## src/rtl/lsu_if.sv

```systemverilog
// Data-memory bus between the load/store unit and data memory.
// One outstanding request: dmem_req is held with constant addr/be/we/wdata
// until memory answers with a one-cycle dmem_ack (dmem_rdata valid then).
//   master : LSU side   (drives req/we/addr/be/wdata, samples rdata/ack)
//   slave  : memory side
interface lsu_if #(
  parameter int unsigned XLEN = 32
);
  logic            dmem_req;
  logic            dmem_we;
  logic [XLEN-1:0] dmem_addr;
  logic [3:0]      dmem_be;
  logic [XLEN-1:0] dmem_wdata;
  logic [XLEN-1:0] dmem_rdata;
  logic            dmem_ack;

  modport master (
    output dmem_req, dmem_we, dmem_addr, dmem_be, dmem_wdata,
    input  dmem_rdata, dmem_ack
  );

  modport slave (
    input  dmem_req, dmem_we, dmem_addr, dmem_be, dmem_wdata,
    output dmem_rdata, dmem_ack
  );
endinterface

```

## src/rtl/lsu.sv

```systemverilog
// Load/store unit for the MEM stage.
// Accepts one load or store from EX, runs a single valid/ack transaction on
// the data-memory bus and returns lane-aligned, extended load data.
// Ports:
//   clk, rst              clock, asynchronous active-high reset
//   req_valid/req_ready   EX handshake (ready only in IDLE)
//   MemRead, MemWrite     direction controls
//   funct3                size/sign: 000 B, 001 H, 010 W, 100 BU, 101 HU
//   ALU_result            effective byte address
//   store_data, rd_in     store operand, load destination register
//   dmem                  data-memory bus (lsu_if master)
//   load_valid/data/rd    one-cycle registered load result
//   fault                 one-cycle pulse when an operation is dropped
//   stall                 high while a transaction is in flight
module lsu #(
  parameter int unsigned XLEN        = 32,
  parameter int unsigned ACK_TIMEOUT = 255
) (
  input  logic            clk,
  input  logic            rst,
  input  logic            req_valid,
  output logic            req_ready,
  input  logic            MemRead,
  input  logic            MemWrite,
  input  logic [2:0]      funct3,
  input  logic [XLEN-1:0] ALU_result,
  input  logic [XLEN-1:0] store_data,
  input  logic [4:0]      rd_in,
  lsu_if.master           dmem,
  output logic            load_valid,
  output logic [XLEN-1:0] load_data,
  output logic [4:0]      load_rd,
  output logic            fault,
  output logic            stall
);

  localparam int unsigned CW = (ACK_TIMEOUT < 2) ? 1 : $clog2(ACK_TIMEOUT + 1);
  // Last count value at which a missing ack still keeps the request alive.
  localparam logic [CW-1:0] CNT_LAST = (ACK_TIMEOUT == 0) ? '0 : CW'(ACK_TIMEOUT - 1);

  typedef enum logic {IDLE, BUSY} state_t;

  state_t          state_q, state_d;
  logic [XLEN-1:0] addr_q, addr_d;
  logic [2:0]      f3_q, f3_d;
  logic            we_q, we_d;
  logic [3:0]      be_q, be_d;
  logic [XLEN-1:0] wdata_q, wdata_d;
  logic [4:0]      rd_q, rd_d;
  logic [CW-1:0]   cnt_q, cnt_d;
  logic            load_valid_q, load_valid_d;
  logic [XLEN-1:0] load_data_q, load_data_d;
  logic [4:0]      load_rd_q, load_rd_d;
  logic            fault_q, fault_d;

  logic            accept;
  logic            bad_op;
  logic [3:0]      be_new;
  logic [XLEN-1:0] wdata_new;
  logic [XLEN-1:0] rdata_sh;
  logic [XLEN-1:0] load_ext;

  assign accept = req_valid & (state_q == IDLE) & (MemRead | MemWrite);

  // Request decode from the live EX inputs: legality, lanes, store data.
  always_comb begin
    bad_op = 1'b0;
    if (MemRead && MemWrite) begin
      bad_op = 1'b1;
    end else if (MemRead) begin
      if (funct3[1:0] == 2'b11 || (funct3[2] && funct3[1])) bad_op = 1'b1;
    end else begin
      if (funct3[2] || funct3[1:0] == 2'b11) bad_op = 1'b1;
    end
    if (funct3[1:0] == 2'b01 && ALU_result[0])          bad_op = 1'b1;
    if (funct3[1:0] == 2'b10 && ALU_result[1:0] != 2'b00) bad_op = 1'b1;

    be_new    = 4'b1111;
    wdata_new = store_data;
    case (funct3[1:0])
      2'b00: begin
        be_new    = 4'b0001 << ALU_result[1:0];
        wdata_new = {(XLEN/8){store_data[7:0]}};
      end
      2'b01: begin
        be_new    = ALU_result[1] ? 4'b1100 : 4'b0011;
        wdata_new = {(XLEN/16){store_data[15:0]}};
      end
      default: ;
    endcase
  end

  // Load lane extraction from the latched address/size.
  always_comb begin
    rdata_sh = dmem.dmem_rdata >> {addr_q[1:0], 3'b000};
    case (f3_q[1:0])
      2'b00:   load_ext = {{(XLEN-8){~f3_q[2] & rdata_sh[7]}}, rdata_sh[7:0]};
      2'b01:   load_ext = {{(XLEN-16){~f3_q[2] & rdata_sh[15]}}, rdata_sh[15:0]};
      default: load_ext = dmem.dmem_rdata;
    endcase
  end

  always_comb begin
    state_d      = state_q;
    addr_d       = addr_q;
    f3_d         = f3_q;
    we_d         = we_q;
    be_d         = be_q;
    wdata_d      = wdata_q;
    rd_d         = rd_q;
    cnt_d        = cnt_q;
    load_valid_d = 1'b0;
    load_data_d  = load_data_q;
    load_rd_d    = load_rd_q;
    fault_d      = 1'b0;
    case (state_q)
      IDLE: begin
        if (accept) begin
          addr_d  = ALU_result;
          f3_d    = funct3;
          we_d    = MemWrite;
          be_d    = be_new;
          wdata_d = wdata_new;
          rd_d    = rd_in;
          if (bad_op) begin
            fault_d = 1'b1;
          end else begin
            state_d = BUSY;
            cnt_d   = '0;
          end
        end
      end
      BUSY: begin
        if (dmem.dmem_ack) begin
          state_d = IDLE;
          if (!we_q) begin
            load_valid_d = 1'b1;
            load_data_d  = load_ext;
            load_rd_d    = rd_q;
          end
        end else if (ACK_TIMEOUT != 0 && cnt_q == CNT_LAST) begin
          // This cycle's missing ack brings the count to ACK_TIMEOUT.
          state_d = IDLE;
          fault_d = 1'b1;
        end else begin
          cnt_d = cnt_q + 1'b1;
        end
      end
      default: state_d = IDLE;
    endcase
  end

  always_ff @(posedge clk or posedge rst) begin
    if (rst) begin
      state_q      <= IDLE;
      addr_q       <= '0;
      f3_q         <= '0;
      we_q         <= 1'b0;
      be_q         <= '0;
      wdata_q      <= '0;
      rd_q         <= '0;
      cnt_q        <= '0;
      load_valid_q <= 1'b0;
      load_data_q  <= '0;
      load_rd_q    <= '0;
      fault_q      <= 1'b0;
    end else begin
      state_q      <= state_d;
      addr_q       <= addr_d;
      f3_q         <= f3_d;
      we_q         <= we_d;
      be_q         <= be_d;
      wdata_q      <= wdata_d;
      rd_q         <= rd_d;
      cnt_q        <= cnt_d;
      load_valid_q <= load_valid_d;
      load_data_q  <= load_data_d;
      load_rd_q    <= load_rd_d;
      fault_q      <= fault_d;
    end
  end

  // Request decodes straight from state so reset drops it asynchronously.
  assign req_ready       = (state_q == IDLE);
  assign stall           = (state_q != IDLE);
  assign dmem.dmem_req   = (state_q == BUSY);
  assign dmem.dmem_we    = we_q;
  assign dmem.dmem_addr  = {addr_q[XLEN-1:2], 2'b00};
  assign dmem.dmem_be    = be_q;
  assign dmem.dmem_wdata = wdata_q;
  assign load_valid      = load_valid_q;
  assign load_data       = load_data_q;
  assign load_rd         = load_rd_q;
  assign fault           = fault_q;

endmodule

```

## src/flat_wrapper.sv

```systemverilog
// flat-port wrapper written by rule: the top's interface ports become plain ports
module lsu_flat 
#(
  parameter int unsigned XLEN        = 32,
  parameter int unsigned ACK_TIMEOUT = 255
)
  (clk, rst, req_valid, req_ready, MemRead, MemWrite, funct3, ALU_result, store_data, rd_in, load_valid, load_data, load_rd, fault, stall, dmem_dmem_req, dmem_dmem_we, dmem_dmem_addr, dmem_dmem_be, dmem_dmem_wdata, dmem_dmem_rdata, dmem_dmem_ack);
  lsu_if #(.XLEN(XLEN)) dmem_i ();
  input  logic clk;
  input  logic rst;
  input  logic req_valid;
  output logic req_ready;
  input  logic MemRead;
  input  logic MemWrite;
  input  logic [2:0] funct3;
  input  logic [XLEN-1:0] ALU_result;
  input  logic [XLEN-1:0] store_data;
  input  logic [4:0] rd_in;
  output logic load_valid;
  output logic [XLEN-1:0] load_data;
  output logic [4:0] load_rd;
  output logic fault;
  output logic stall;
  output wire logic [$bits(dmem_i.dmem_req)-1:0] dmem_dmem_req;
  output wire logic [$bits(dmem_i.dmem_we)-1:0] dmem_dmem_we;
  output wire logic [$bits(dmem_i.dmem_addr)-1:0] dmem_dmem_addr;
  output wire logic [$bits(dmem_i.dmem_be)-1:0] dmem_dmem_be;
  output wire logic [$bits(dmem_i.dmem_wdata)-1:0] dmem_dmem_wdata;
  input wire logic [$bits(dmem_i.dmem_rdata)-1:0] dmem_dmem_rdata;
  input wire logic [$bits(dmem_i.dmem_ack)-1:0] dmem_dmem_ack;
  assign dmem_dmem_req = dmem_i.dmem_req;
  assign dmem_dmem_we = dmem_i.dmem_we;
  assign dmem_dmem_addr = dmem_i.dmem_addr;
  assign dmem_dmem_be = dmem_i.dmem_be;
  assign dmem_dmem_wdata = dmem_i.dmem_wdata;
  assign dmem_i.dmem_rdata = dmem_dmem_rdata;
  assign dmem_i.dmem_ack = dmem_dmem_ack;
  lsu #(.XLEN(XLEN), .ACK_TIMEOUT(ACK_TIMEOUT)) u_core (.clk(clk), .rst(rst), .req_valid(req_valid), .req_ready(req_ready), .MemRead(MemRead), .MemWrite(MemWrite), .funct3(funct3), .ALU_result(ALU_result), .store_data(store_data), .rd_in(rd_in), .dmem(dmem_i), .load_valid(load_valid), .load_data(load_data), .load_rd(load_rd), .fault(fault), .stall(stall));
endmodule
```

## config.mk

```make
export PLATFORM = sky130hd
export DESIGN_NAME = lsu_flat
export DESIGN_NICKNAME = d
export VERILOG_FILES = /design/src/rtl/lsu_if.sv /design/src/rtl/lsu.sv /design/src/flat_wrapper.sv
export SDC_FILE = /design/constraint.sdc
export NUM_CORES = 1
export LEC_CHECK = 0
export ABC_AREA = 1
export CORE_AREA = 2 2 129 131
export CTS_BUF_LIST = sky130_fd_sc_hd__clkbuf_4
export CTS_CLUSTER_DIAMETER = 40
export DETAILED_ROUTE_END_ITERATION = 6
export DIE_AREA = 0 0 131 133
export PLACE_DENSITY = 0.85
export SYNTH_ARGS = -nofsm -noshare
export SYNTH_HDL_FRONTEND = slang
export SYNTH_SLANG_ARGS = --single-unit
```

## constraint.sdc

```tcl
create_clock -name clk -period 4.3 [get_ports clk]
set_clock_uncertainty 0.1 [all_clocks]
set_input_delay 0.86 -clock clk [delete_from_list [all_inputs] [get_ports clk]]
set_output_delay 0.86 -clock clk [all_outputs]
set_load 0.1 [all_outputs]
```

; After elaboration in Yosys (flattened, before gate mapping)
; Cells that the tools add are included.
; Widths: inputs -> output; s select.
[word_totals]
regBits = 125
latchBits = 0
mem_bits_rw = 0
rom_bits = 0
input_bits = 110
output_inout_bits = 111
word_cells = 72
n_memories = 0
[op_classes]
n_addsub = 1
n_mul = 0
div = 0
n_lt_le_gt_ge = 0
eq_ne = 9
n_shift = 2
mux = 28
n_bitwise = 8
n_reduce_logical = 12
[ops]
columns = cell, count
row1 = $pmux 32 s2, 2
row2 = $mux 8, 4
row3 = $shr 32x5->16, 1
row4 = $mux 1, 17
row5 = $pmux 8 s2, 1
row6 = $add 8x1->8 const B, 1
row7 = $eq 8x8->1 const B, 1
row8 = $pmux 4 s2, 1
row9 = $ne 2x2->1 const B, 3
row10 = $and 1x1->1, 4
row11 = $eq 2x1->1 const B, 2
row12 = $eq 2x2->1 const B, 2
row13 = $logic_and 1x1->1, 4
row14 = $logic_not 2->1, 2
row15 = $mux 4, 1
row16 = $pmux 1 s2, 2
row17 = $reduce_and 4->1, 1
row18 = $shl 1x2->4 const A, 1
row19 = $not 1->1, 3
row20 = $reduce_and 3->1, 1
row21 = $logic_or 1x1->1, 2
row22 = $ne 2x1->1 const B, 1
row23 = $reduce_and 2->1, 1
row24 = $reduce_bool 2->1, 1
row25 = $or 1x1->1, 1

; Longest topological paths before layout
[depth]
word_depth = 10
ltp_mapped = 11
ltp_nobuf = 9

; Worst setup path after synthesis
; OpenSTA, ideal clock, no wires.
[synth_timing]
path_kind = reg-to-reg
start = register u_core.state_q (netlist: u_core.dmem.dmem_req)
end = register u_core.cnt_q[1]
t_arrival_ns = 2.477
required_ns = 4.135
path_slack_ns = 1.658
stages_incl_launch_ff = 6
n_path_buf = 0
cell_sequence = dfrtp_1 > clkinv_2 > nor2_1 > nand2_2 > or2_2 > nand2_1
[synth_via]
elab_chain_cells = 5
word_cells_on_any_way = 9
classes_between = eq/ne: 4 / mux: 1 / bitwise: 3 / reduce/logical: 1
[synth_rtl]
columns = element, line
row1 = "start, declared", lsu.sv:43  ; state_t state_q, state_d;
row2 = "start signal, assigned", lsu.sv:168  ; state_q <= state_d;
row3 = $not 1->1 (no line) (*), -
row4 = via req_ready, flat_wrapper.sv:12  ; output logic req_ready;
row5 = $and 1x1->1 (2 in a row), lsu.sv:63  ; assign accept = req_valid & (state_q == IDLE) & (MemRead | MemWrite);
row6 = $ne 2x1->1 (no line), -
row7 = $reduce_and 4->1 (no line), -
row8 = "end signal, assigned", lsu.sv:175  ; cnt_q <= cnt_d;
row9 = "end, declared", lsu.sv:50  ; logic [CW-1:0] cnt_q, cnt_d;
; The timed path passes the listed nets; every way through them passes the cells marked *.
; A chain may end at the register's enable or synchronous reset.

; Worst setup path after layout
[layout_timing]
start = register u_core.state_q (netlist: u_core.dmem.dmem_req)
end = output req_ready
[layout_via]
elab_chain_cells = 1
[layout_rtl]
columns = element, line
row1 = $not 1->1 (no line), -
row2 = "end, declared", flat_wrapper.sv:12
; No other way between the ends.

==> flow_metrics.py <==
metrics = {
    "worst_setup_path": {
        "max_stage_delay_on_crit_path_ns": 1.16,
        "crit_path_start_kind": "register",
        "worstPathBufferInverterCount": 2,
        "cp.depth": 2,
        "dominant_delay_contributor_by_cell_family_on_the_critical_path": "buffers and inverters",
        "path_cells": "clkinv_2 -> clkdlybuf4s50_1",
        "cp_data_required_time_ns": 3.34,
        "setup.worst_path.end_class": "primary output",
        "class_of_the_most_critical_setup_path": "register to primary output",
        "worstPathMaxFanout": 10,
        "timing.reg2reg.worst_path_depth": 8,
        "crit_arrival_ns": 2.34,
        "slowest_stage": "sky130_fd_sc_hd__clkdlybuf4s50_1",
    },
    "clock_tree": {
        "tritoncts_clock_tree": "built",
        "postCtsHoldBufs": 0,
        "clock_latency_ns": 0.55,
        "cts_num_sinks": 125,
        "post_cts.repair.setup_buffers": 0,
        "cts_htree_levels": 4,
        "cts-resized-gates": 0,
        "cts_made_buffers": 17,
        "cts-root-to-sink-buffers": 2,
        "cts-root-buf": "sky130_fd_sc_hd__clkbuf_4",
        "cts.reportedPaths.clkPinSlew_ns": 0.11,
    },
    "logic_synthesis": {
        "post-synth-top-area-cell": "sky130_fd_sc_hd__dfrtp_1",
        "post_synth_main_area_contributors": "sky130_fd_sc_hd__dfrtp_1 (50%), sky130_fd_sc_hd__nand2_1 (17%), sky130_fd_sc_hd__buf_4 (3.9%)",
        "synth_top_area_share_pct": 49.5,
        "synth_register_bits": 125,
        "syn_avg_cell_area_sq_um": 7.90,
        "mappedNetlistArea_sq_um": 6320,
        "yosys_warnings": 0,
        "post_synth_inst_count": 800,
        "synth-seq-area-share_pct": 49.5,
        "ys_types": 36,
    },
    "timing": {
        "grt_setup_unrepaired": "no",
        "setup_viol": 0,
        "period_minus_slack_ns": 3.30,
        "timing_max_transition_violations_final": 0,
        "period_share_pct": 76.7,
        "fmaxAchievable_mhz": 303,
        "hold_violations_final": 0,
        "setup_tns_ns": 0,
        "max_slew_margin_pct": 31.1,
        "tightest_slew_ns": 1.03,
    },
    "drt": {
        "dr.first_iter.drc_count": 435,
        "drt-wirelength-per-cell_um": 15.1,
        "via_per_inst": 4.89,
        "vias": 5898,
        "detail_route.wirelength_mm": 18.2,
        "route.detailed.drc": 0,
        "route.antenna.remaining_nets": 0,
        "drt-pass1-iter-count": 5,
    },
    "layout": {
        "drive_gt1_share_pct": 8.71,
        "final_common_cell": "sky130_fd_sc_hd__nand2_1",
        "finish.cell_count_without_fillers": 1207,
        "finish.net_count": 1087,
        "syn_to_final_growth_pct": 38.0,
        "multi_input_comb_area_sq_um": 2490,
        "regArea_sq_um": 3130,
        "fill_cells": 1504,
        "n_antenna_cell": 0,
        "mostFrequentLayoutCells": "sky130_fd_sc_hd__nand2_1 (287), sky130_fd_sc_hd__clkdlybuf4s50_1 (218), sky130_fd_sc_hd__dfrtp_1 (125)",
    },
    "die": {
        "io_pins": 221,
        "die-width_um": 131,
        "placementRows": 47,
        "floorplan.core_area_sq_um": 16200,
        "fp.dieH_um": 133,
        "dieArea_sq_um": 17400,
        "floorplan.initialDensity_pct": 39.1,
    },
    "placement": {
        "dp_hpwl_mm": 13.1,
        "buffer_ports.inserted": 218,
        "numPlacedInstances": 1176,
        "finalWeightedCongestion": 0.875,
    },
    "hold_path": {
        "hold_path.class": "register to register",
        "worst_hold_path.num_cells": 2,
    },
    "grt": {
        "antenna_violations_before_repair": 1,
        "largest_net_degree_at_the_start_of_global_routing": 89,
        "grt_pass1_wl_mm": 28.6,
        "via_count_of_the_first_global_routing_pass": 5687,
        "groute.usage.overall_pct": 21.1,
        "global_route.overflow_total": 0,
    },
    "power_and_ir_drop": {
        "ir_drop_uv": 409,
        "power.density_cell_area_nw_per_um2": 683,
        "leakagePower_uw": 0.00406,
    },
    "flow_run": {
        "max_cap_viol_count": 0,
    },
    "outcome": {
        "result_of_the_run": "complete, no violations",
    },
}
-- sequential cells by signal (all words and copies together), names as in the netlist --
register and cells:
u_core.cnt_q 8, u_core.f3_q 3, u_core.load_valid 1, u_core.dmem.dmem_we 1
u_core.dmem.dmem_wdata 32, u_core.dmem.dmem_be 4, u_core.fault 1, u_core.rd_q 5
u_core.dmem.dmem_req 1, u_core.addr_q 32, u_core.load_data 32, u_core.load_rd 5
-- cells in the mapped netlist, drive strengths merged --
cell type / count
a21boi: 1
a21oi: 50
nand2: 294
o22ai: 8
a41oi: 8
nor2: 51
conb: 1
clkinv: 1
o21ai: 38
dfrtp: 125
ha: 2
xnor2: 1
inv: 66
nor3b: 2
or2: 17
nand4: 2
nor3: 9
nand3: 44
clkbuf: 11
o31ai: 1
a31oi: 8
buf: 58
o21bai: 2
-- metal layers --
layer  global-route usage [%]  vias up  part of all wire [%]  wire [um]
li1                         -     2856                     -          -
met1                     26.7     2749                    42       7580
met2                     33.8      253                    49       8850
met3                     6.35       40                   7.5       1370
met4                     8.22        0                   2.4        431
met5                        0        -                     0          0
-- stage by stage --
stage	util, %	area [sq um]	hold WS [ns]	total power (uW)	worst slack, ns
after floorplan	-	6320	0.342	4270	0.0124
after global placement	51.9	8390	0.353	5020	1.25
after detailed placement	51.9	8390	0.357	5050	1.22
after CTS	53.9	8710	0.384	6000	0.933
after global routing	53.9	8710	0.406	6200	0.907
final	53.9	8710	0.381	5950	1.00
-- cell type report --
class / count / share of cell area (%)
multi-input cells: 540 / 28.6
repair buffers: 224 / 25.7
clock inverters: 14 / 2.23
flip-flops and latches: 125 / 35.9
inverters: 67 / 2.93
well taps: 220 / 3.16
clock buffers: 17 / 1.46
-- kinds of logic (layout without fill, tap and decap cells) --
family	count (synthesis)	count (layout)	share of synthesized area, %
adder cells (fa/ha/maj)	2	2	0.396
flip-flops	125	125	49.5
XOR/XNOR	1	1	0.139
AO/OA/AOI/OAI	116	116	10.6
buffers and inverters	136	322	11.0
other	1	2	0.0594
AND/OR/NAND/NOR	419	419	28.2
-- tightest hold or removal path: cells and delay by family, from the launching register on --
kind / cells / cell delay, ns
DFF: 1 / 0.36
and+or+nand+nor: 2 / 0.10
-- power by group --
group	total, uW	switching [uW]	internal [uW]	leakage [uW]
Combinational	3370	2600	770	0.00242
Clock	933	475	458	0.000146
Sequential	1650	189	1460	0.00150
Total	5950	3260	2690	0.00406
-- worst paths after layout --
check | slack, ns | from | end
setup / recovery | 1.00 | u_core.dmem.dmem_req | req_ready
hold / removal | 0.38 | u_core.addr_q[25] | u_core.addr_q[25]
setup reg to reg | 2.03 | u_core.addr_q[0] | u_core.load_data[16]
hold reg to reg | 0.38 | u_core.addr_q[25] | u_core.addr_q[25]
max in group asynchronous | 2.61 | rst | u_core.addr_q[1]
min in group asynchronous | 0.72 | rst | u_core.addr_q[31]
No activity file was read; power rests on OpenSTA's default activity.
